`src/rtl/axis_frame_packer_pkg.sv`:
```
// Shared constants, FSM state type and beat-count helper for the AXI4-Stream frame packer.
// Optional tkeep output is enabled by defining AXIS_FRAME_PACKER_TKEEP_EN.
package axis_frame_packer_pkg;

  localparam int PACK_WORD_W         = 16;
  localparam int PACK_WORDS_PER_BEAT = 4;
  localparam int PACK_AXIS_DATA_W    = PACK_WORD_W * PACK_WORDS_PER_BEAT;
  localparam int PACK_NUM_WORDS      = 76;
  localparam int PACK_ADDR_W         = 7;

  typedef enum logic [1:0] {
    IDLE = 2'd0,
    FILL = 2'd1,
    SEND = 2'd2
  } pack_state_e;

  function automatic int num_beats(input int words, input int per_beat);
    return (words + per_beat - 1) / per_beat;
  endfunction

endpackage

```
`src/rtl/axis_frame_packer_lane_reg.sv`:
```
// Beat assembly register: writes one word lane per capture strobe and presents the packed beat.
// With AXIS_FRAME_PACKER_TKEEP_EN it also tracks which lanes hold real (non-padded) words.
module axis_frame_packer_lane_reg
  import axis_frame_packer_pkg::*;
#(
  parameter int WORD_W = PACK_WORD_W,
  parameter int LANES  = PACK_WORDS_PER_BEAT,
  parameter int LANE_W = 2
) (
  input  logic                      clk,
  input  logic                      rst,
  input  logic                      cap_en,
  input  logic                      cap_valid,
  input  logic [LANE_W-1:0]         cap_lane,
  input  logic [WORD_W-1:0]         rd_data,
  output logic [WORD_W*LANES-1:0]   beat
`ifdef AXIS_FRAME_PACKER_TKEEP_EN
  ,
  output logic [LANES-1:0]          lane_mask
`endif
);

  // Padded lanes are written with zero so a short last beat never leaks stale data.
  always_ff @(posedge clk or posedge rst) begin
    if (rst) begin
      beat <= '0;
    end else if (cap_en) begin
      beat[int'(cap_lane)*WORD_W +: WORD_W] <= cap_valid ? rd_data : '0;
    end
  end

`ifdef AXIS_FRAME_PACKER_TKEEP_EN
  always_ff @(posedge clk or posedge rst) begin
    if (rst) begin
      lane_mask <= '0;
    end else if (cap_en) begin
      lane_mask[cap_lane] <= cap_valid;
    end
  end
`endif

endmodule

```
`src/rtl/axis_frame_packer.sv`:
```
// Reads a frame of words from a synchronous word memory and streams it as packed AXI4-Stream beats.
// Optional m_axis_tkeep port is enabled by defining AXIS_FRAME_PACKER_TKEEP_EN.
module axis_frame_packer
  import axis_frame_packer_pkg::*;
#(
  parameter int WORD_W         = PACK_WORD_W,
  parameter int WORDS_PER_BEAT = PACK_WORDS_PER_BEAT,
  parameter int NUM_WORDS      = PACK_NUM_WORDS,
  parameter int ADDR_W         = PACK_ADDR_W
) (
  input  logic                               aclk,
  input  logic                               areset,
  input  logic                               start,
  output logic                               busy,
  output logic                               done,
  output logic                               rd_en,
  output logic [ADDR_W-1:0]                  rd_addr,
  input  logic [WORD_W-1:0]                  rd_data,
  output logic [WORD_W*WORDS_PER_BEAT-1:0]   m_axis_tdata,
  output logic                               m_axis_tvalid,
  input  logic                               m_axis_tready,
  output logic                               m_axis_tlast
`ifdef AXIS_FRAME_PACKER_TKEEP_EN
  ,
  output logic [WORD_W*WORDS_PER_BEAT/8-1:0] m_axis_tkeep
`endif
);

  localparam int NUM_BEATS = num_beats(NUM_WORDS, WORDS_PER_BEAT);
  localparam int BEAT_W    = $clog2(NUM_BEATS + 1);
  localparam int LANE_W    = (WORDS_PER_BEAT > 1) ? $clog2(WORDS_PER_BEAT) : 1;
  localparam int FILL_W    = $clog2(WORDS_PER_BEAT + 1);
  localparam int CTR_W     = ADDR_W + 1;

  localparam logic [FILL_W-1:0] FILL_LANES  = FILL_W'(WORDS_PER_BEAT);
  localparam logic [CTR_W-1:0]  WORDS_TOTAL = CTR_W'(NUM_WORDS);
  localparam logic [BEAT_W-1:0] BEAT_LAST   = BEAT_W'(NUM_BEATS - 1);

  pack_state_e         state, state_next;
  logic [FILL_W-1:0]   fill_cyc;
  logic [CTR_W-1:0]    word_ctr;
  logic [BEAT_W-1:0]   beat_ctr;
  logic [ADDR_W-1:0]   addr_hold;
  logic                issue_slot;
  logic                handshake;
  logic                last_beat;
  logic                cap_en;
  logic                cap_valid;
  logic [LANE_W-1:0]   cap_lane;
  logic                done_q;

  // One lane slot per FILL cycle; slots past the end of the frame become padding with no read.
  assign issue_slot = (state == FILL) && (fill_cyc < FILL_LANES);
  assign rd_en      = issue_slot && (word_ctr < WORDS_TOTAL);
  assign rd_addr    = rd_en ? word_ctr[ADDR_W-1:0] : addr_hold;
  assign handshake  = (state == SEND) && m_axis_tready;
  assign last_beat  = (beat_ctr == BEAT_LAST);

  assign busy          = (state != IDLE);
  assign done          = done_q;
  assign m_axis_tvalid = (state == SEND);
  assign m_axis_tlast  = (state == SEND) && last_beat;

  always_ff @(posedge aclk or posedge areset) begin
    if (areset) begin
      state <= IDLE;
    end else begin
      state <= state_next;
    end
  end

  // FILL ends once the last lane's read data has landed, which is the cycle after the final slot.
  always_comb begin
    state_next = state;
    case (state)
      IDLE: if (start) state_next = FILL;
      FILL: if (fill_cyc == FILL_LANES) state_next = SEND;
      SEND: if (m_axis_tready) state_next = last_beat ? IDLE : FILL;
      default: state_next = IDLE;
    endcase
  end

  // Capture strobes trail the read slots by one cycle to line up with the memory's read latency.
  always_ff @(posedge aclk or posedge areset) begin
    if (areset) begin
      fill_cyc  <= '0;
      word_ctr  <= '0;
      beat_ctr  <= '0;
      addr_hold <= '0;
      cap_en    <= 1'b0;
      cap_valid <= 1'b0;
      cap_lane  <= '0;
      done_q    <= 1'b0;
    end else begin
      done_q    <= handshake && last_beat;
      cap_en    <= issue_slot;
      cap_valid <= rd_en;
      cap_lane  <= fill_cyc[LANE_W-1:0];
      case (state)
        IDLE: begin
          if (start) begin
            fill_cyc <= '0;
            word_ctr <= '0;
            beat_ctr <= '0;
          end
        end
        FILL: begin
          fill_cyc <= fill_cyc + FILL_W'(1);
          if (rd_en) begin
            addr_hold <= word_ctr[ADDR_W-1:0];
            word_ctr  <= word_ctr + CTR_W'(1);
          end
        end
        SEND: begin
          if (m_axis_tready) begin
            fill_cyc <= '0;
            beat_ctr <= beat_ctr + BEAT_W'(1);
          end
        end
        default: ;
      endcase
    end
  end

`ifdef AXIS_FRAME_PACKER_TKEEP_EN
  localparam int KEEP_PER_WORD = WORD_W / 8;
  logic [WORDS_PER_BEAT-1:0] lane_mask;

  axis_frame_packer_lane_reg #(
    .WORD_W    (WORD_W),
    .LANES     (WORDS_PER_BEAT),
    .LANE_W    (LANE_W)
  ) u_lane_reg (
    .clk       (aclk),
    .rst       (areset),
    .cap_en    (cap_en),
    .cap_valid (cap_valid),
    .cap_lane  (cap_lane),
    .rd_data   (rd_data),
    .beat      (m_axis_tdata),
    .lane_mask (lane_mask)
  );

  always_comb begin
    m_axis_tkeep = '0;
    for (int i = 0; i < WORDS_PER_BEAT; i++) begin
      for (int j = 0; j < KEEP_PER_WORD; j++) begin
        m_axis_tkeep[i*KEEP_PER_WORD + j] = lane_mask[i];
      end
    end
  end
`else
  axis_frame_packer_lane_reg #(
    .WORD_W    (WORD_W),
    .LANES     (WORDS_PER_BEAT),
    .LANE_W    (LANE_W)
  ) u_lane_reg (
    .clk       (aclk),
    .rst       (areset),
    .cap_en    (cap_en),
    .cap_valid (cap_valid),
    .cap_lane  (cap_lane),
    .rd_data   (rd_data),
    .beat      (m_axis_tdata)
  );
`endif

endmodule

```
`config.mk`:
```
export PLATFORM = sky130hd
export DESIGN_NAME = axis_frame_packer
export DESIGN_NICKNAME = d
export VERILOG_FILES = /design/src/rtl/axis_frame_packer_pkg.sv /design/src/rtl/axis_frame_packer_lane_reg.sv /design/src/rtl/axis_frame_packer.sv
export SDC_FILE = /design/constraint.sdc
export NUM_CORES = 1
export LEC_CHECK = 0
export CAP_MARGIN = 20
export CORE_ASPECT_RATIO = 0.8
export CORE_MARGIN = 3
export CORE_UTILIZATION = 45
export CTS_BUF_LIST = sky130_fd_sc_hd__clkbuf_4 sky130_fd_sc_hd__clkbuf_8
export CTS_CLUSTER_DIAMETER = 120
export DETAILED_ROUTE_END_ITERATION = 8
export HOLD_SLACK_MARGIN = 0.02
export PLACE_DENSITY = 0.87
export SKIP_LAST_GASP = 1
export SLEW_MARGIN = 20
export SYNTH_ARGS = -nofsm -noshare
export SYNTH_HDL_FRONTEND = slang
export SYNTH_HIERARCHICAL = 1
export SYNTH_SLANG_ARGS = --single-unit
export TNS_END_PERCENT = 50
```
`constraint.sdc`:
```
create_clock -name aclk -period 2.45 [get_ports aclk]
set_clock_uncertainty 0.15 [all_clocks]
set_input_delay 0.735 -clock aclk [delete_from_list [all_inputs] [get_ports aclk]]
set_output_delay 0.735 -clock aclk [all_outputs]
set_load 0.02 [all_outputs]
```
==> results_dict.tcl <==
set metrics [dict create \
    status "finished with violations" \
    violations "setup timing" \
    seq_area_frac_synth_pct 59.01 \
    cts_max_level 3 \
    rsz0062_at_grt "yes" \
    coreArea_um2 8558 \
    path_max_fanout 8 \
    ff2ff_path_depth 4 \
    drt-total-wl_um 10500 \
    slew_viol_final 0 \
    rows 30 \
    startpoint "word_ctr[2]$_DFFE_PP0P_" \
    final_cell_mix "dfrtp_1 (94), clkdlybuf4s50_1 (86), a32o_1 (63), nand2_1 (27), buf_4 (26)" \
    powerDensity_nw_per_um2 1211 \
    hold_buffers 0 \
    fillers 659 \
    die_area_um2 10030 \
    place_inst 533 \
    worstHoldStart "fill_cyc[1]$_DFFE_PP0P_" \
    place.detailed.hpwl_um 7478 \
    multi_input_area_um2 1549 \
    num_antenna_cells 0 \
    ir_drop_v 0.0009933 \
    timing.fmax_mhz 350.8 \
    grt_start_max_net_pins 65 \
    wl_per_cell_um 19.06 \
    syn-num-nets 353 \
    synth_cells 323 \
    grt_antenna_before_repair 0 \
    crit_type "flip-flop to output pin" \
    layout_min_cycle_time_ns 2.851 \
    maxCapViolCount 0 \
    cp-start-kind "flip-flop" \
    worstReg2RegStart "cap_lane[0]$_DFF_PP0_" \
    yosysWarnings 6 \
    avgSynthCellArea_um2 12.34 \
    clk_latency_ns 0.36 \
    reg2reg_slack_ns 0.42 \
    start_util_pct 46.58 \
    grt_pass1_vias 3332 \
    worst_setup_hold_path_clk_slew_ns 0.09 \
    cts_buffer_depth 2 \
    synthFlopType "dfrtp_1" \
    synth.distinct_cells 44 \
    clkSinkCount 94 \
    cp-endpoint "rd_addr[4]" \
    first_iter_violations 148 \
    instances_no_fill 551 \
    drive_gt1_share_pct 16.86 \
    via_per_inst 5.938 \
    synth_edf_count 0 \
    grt_remaining_overflow 0 \
    p_total_mw 6.610 \
    cp-end-kind "output pin" \
    syn_area_um2 3986 \
    tns_ns -3.732 \
    fin_area_um2 5458 \
    post_dp_cell_area_um2 5189 \
    ioPinCount 96 \
    slew_headroom_pct 55.09 \
    final_core_util_pct 63.77 \
    worstPathArrival_ns 1.97 \
    worstHoldPathType "flip-flop to flip-flop" \
    p_leak_nw 2.512 \
    cts_made_buffers 9 \
    die_h_um 90.18 \
    rr_endpoint "u_lane_reg/beat[23]$_DFFE_PP0P_" \
    dp_slack_ns -0.4235 \
    area_growth_pct 36.91 \
    fp.dieW_um 111.2 \
    grt_usage_pct 20.96 \
    ant_nets 0 \
    layout_commonest_cell "dfrtp_1" \
    cp.required_ns 1.56 \
    grt_pass1_wl_um 16840 \
    timing.final.crit_share_pct 116.4 \
    hold-worst-slack_ns 0.3319 \
    synthArstFlopShare_pct 100.0 \
    cts_root_buf "clkbuf_8" \
    vias 3272 \
    hold_viol_final 0 \
    portBuffers 95 \
    gp_congestion 0.8527 \
    finalWorstSetupSlack_ns -0.4009 \
    seq_area_um2 2352 \
    ys_seq_elements 94 \
    setup_violations 11 \
    nNetsFinal 464 \
    worst_pin_slew_ns 0.6736 \
    dr.pass1.iters 5 \
    cts_tree "done" \
    drc 0 \
]
==> cell usage after synthesis (2+ instances only) <==
cell | number | area (um^2)
nor2_1 | 8 | 30.03
nor2b_1 | 4 | 25.02
dfrtp_1 | 94 | 2352
buf_6 | 4 | 45.04
nand2b_1 | 3 | 18.77
o21ai_0 | 10 | 50.05
buf_4 | 2 | 15.01
a22o_1 | 3 | 26.28
a21oi_1 | 6 | 30.03
and2_1 | 19 | 118.9
nand2_1 | 40 | 150.1
buf_2 | 7 | 35.03
inv_1 | 10 | 37.54
xor2_1 | 2 | 17.52
nand3_1 | 4 | 20.02
ha_1 | 10 | 125.1
clkbuf_1 | 8 | 30.03
a32o_1 | 63 | 630.6
==> sequential cells by signal, summed over array words and instances, names as in the netlist, 2 cells and up <==
signal / count
beat_ctr: 5
state: 2
cap_lane: 2
fill_cyc: 3
word_ctr: 8
u_lane_reg/beat: 64
addr_hold: 7
==> cell type report <==
type,instances,area share [%]
clock inverters,6,0.9399
repair buffers,123,21.69
inverters,10,0.8024
multi-input cells,196,28.38
flip-flops and latches,94,43.10
well taps,112,2.568
clock buffers,10,2.522
==> report_power, final <==
group          internal [mW]  switching (mW)
combinational           1.45            1.86
clock                  0.413           0.556
sequential              1.97           0.365
==> how the worst min path moves through the flow <==
| stage | cells after the start | endpoint |
|---|---|---|
| 2_1_floorplan | 0 | cap_lane[1]$_DFF_PP0_ |
| 3_3_place_gp | 0 | cap_lane[1]$_DFF_PP0_ |
| 3_5_place_dp | 0 | cap_lane[1]$_DFF_PP0_ |
| 4_1_cts | 0 | cap_lane[1]$_DFF_PP0_ |
| 5_1_grt | 1 | u_lane_reg/beat[21]$_DFFE_PP0P_ |
| 6_report | 0 | cap_lane[1]$_DFF_PP0_ |
==> cells by family (layout without fill, tap and decap cells) <==
logic type                 after synthesis  count (layout)  share of synthesized area (%)
AOI/OAI and AO/OA                       93              93                          20.75
xor gates and xnor gates                 3               3                         0.6593
adders and majority gates               10              10                          3.139
buffers and inverters                   33             149                          4.300
DFF                                     94              94                          59.01
muxes                                    3               3                         0.8160
and+or+nand+nor                         87              87                          11.33
==> metal layers <==
metal	GRT usage, %	part of all wire (%)
met5	0	0
met4	6.180	1.9
met3	6.797	9.2
met2	34.14	48
met1	26.91	40
==> critical path, cell delays in order, from the launching register on <==
cell	delay [ns]
dfrtp_1	0.38
a211o_1	0.29
a2111o_1	0.48
buf_8	0.20
nand2_4	0.07
o21ai_4	0.05
buf_6	0.13
==> timing repair <==
| item | CTS | global route |
|---|---|---|
| setup endpoints to repair | 11 | 11 |
| gates resized for setup | 50 | 14 |
| pin swaps | 1 | 11 |
| buffers inserted | 1 | 1 |
Note: power is estimated with default switching activity, not from simulation.
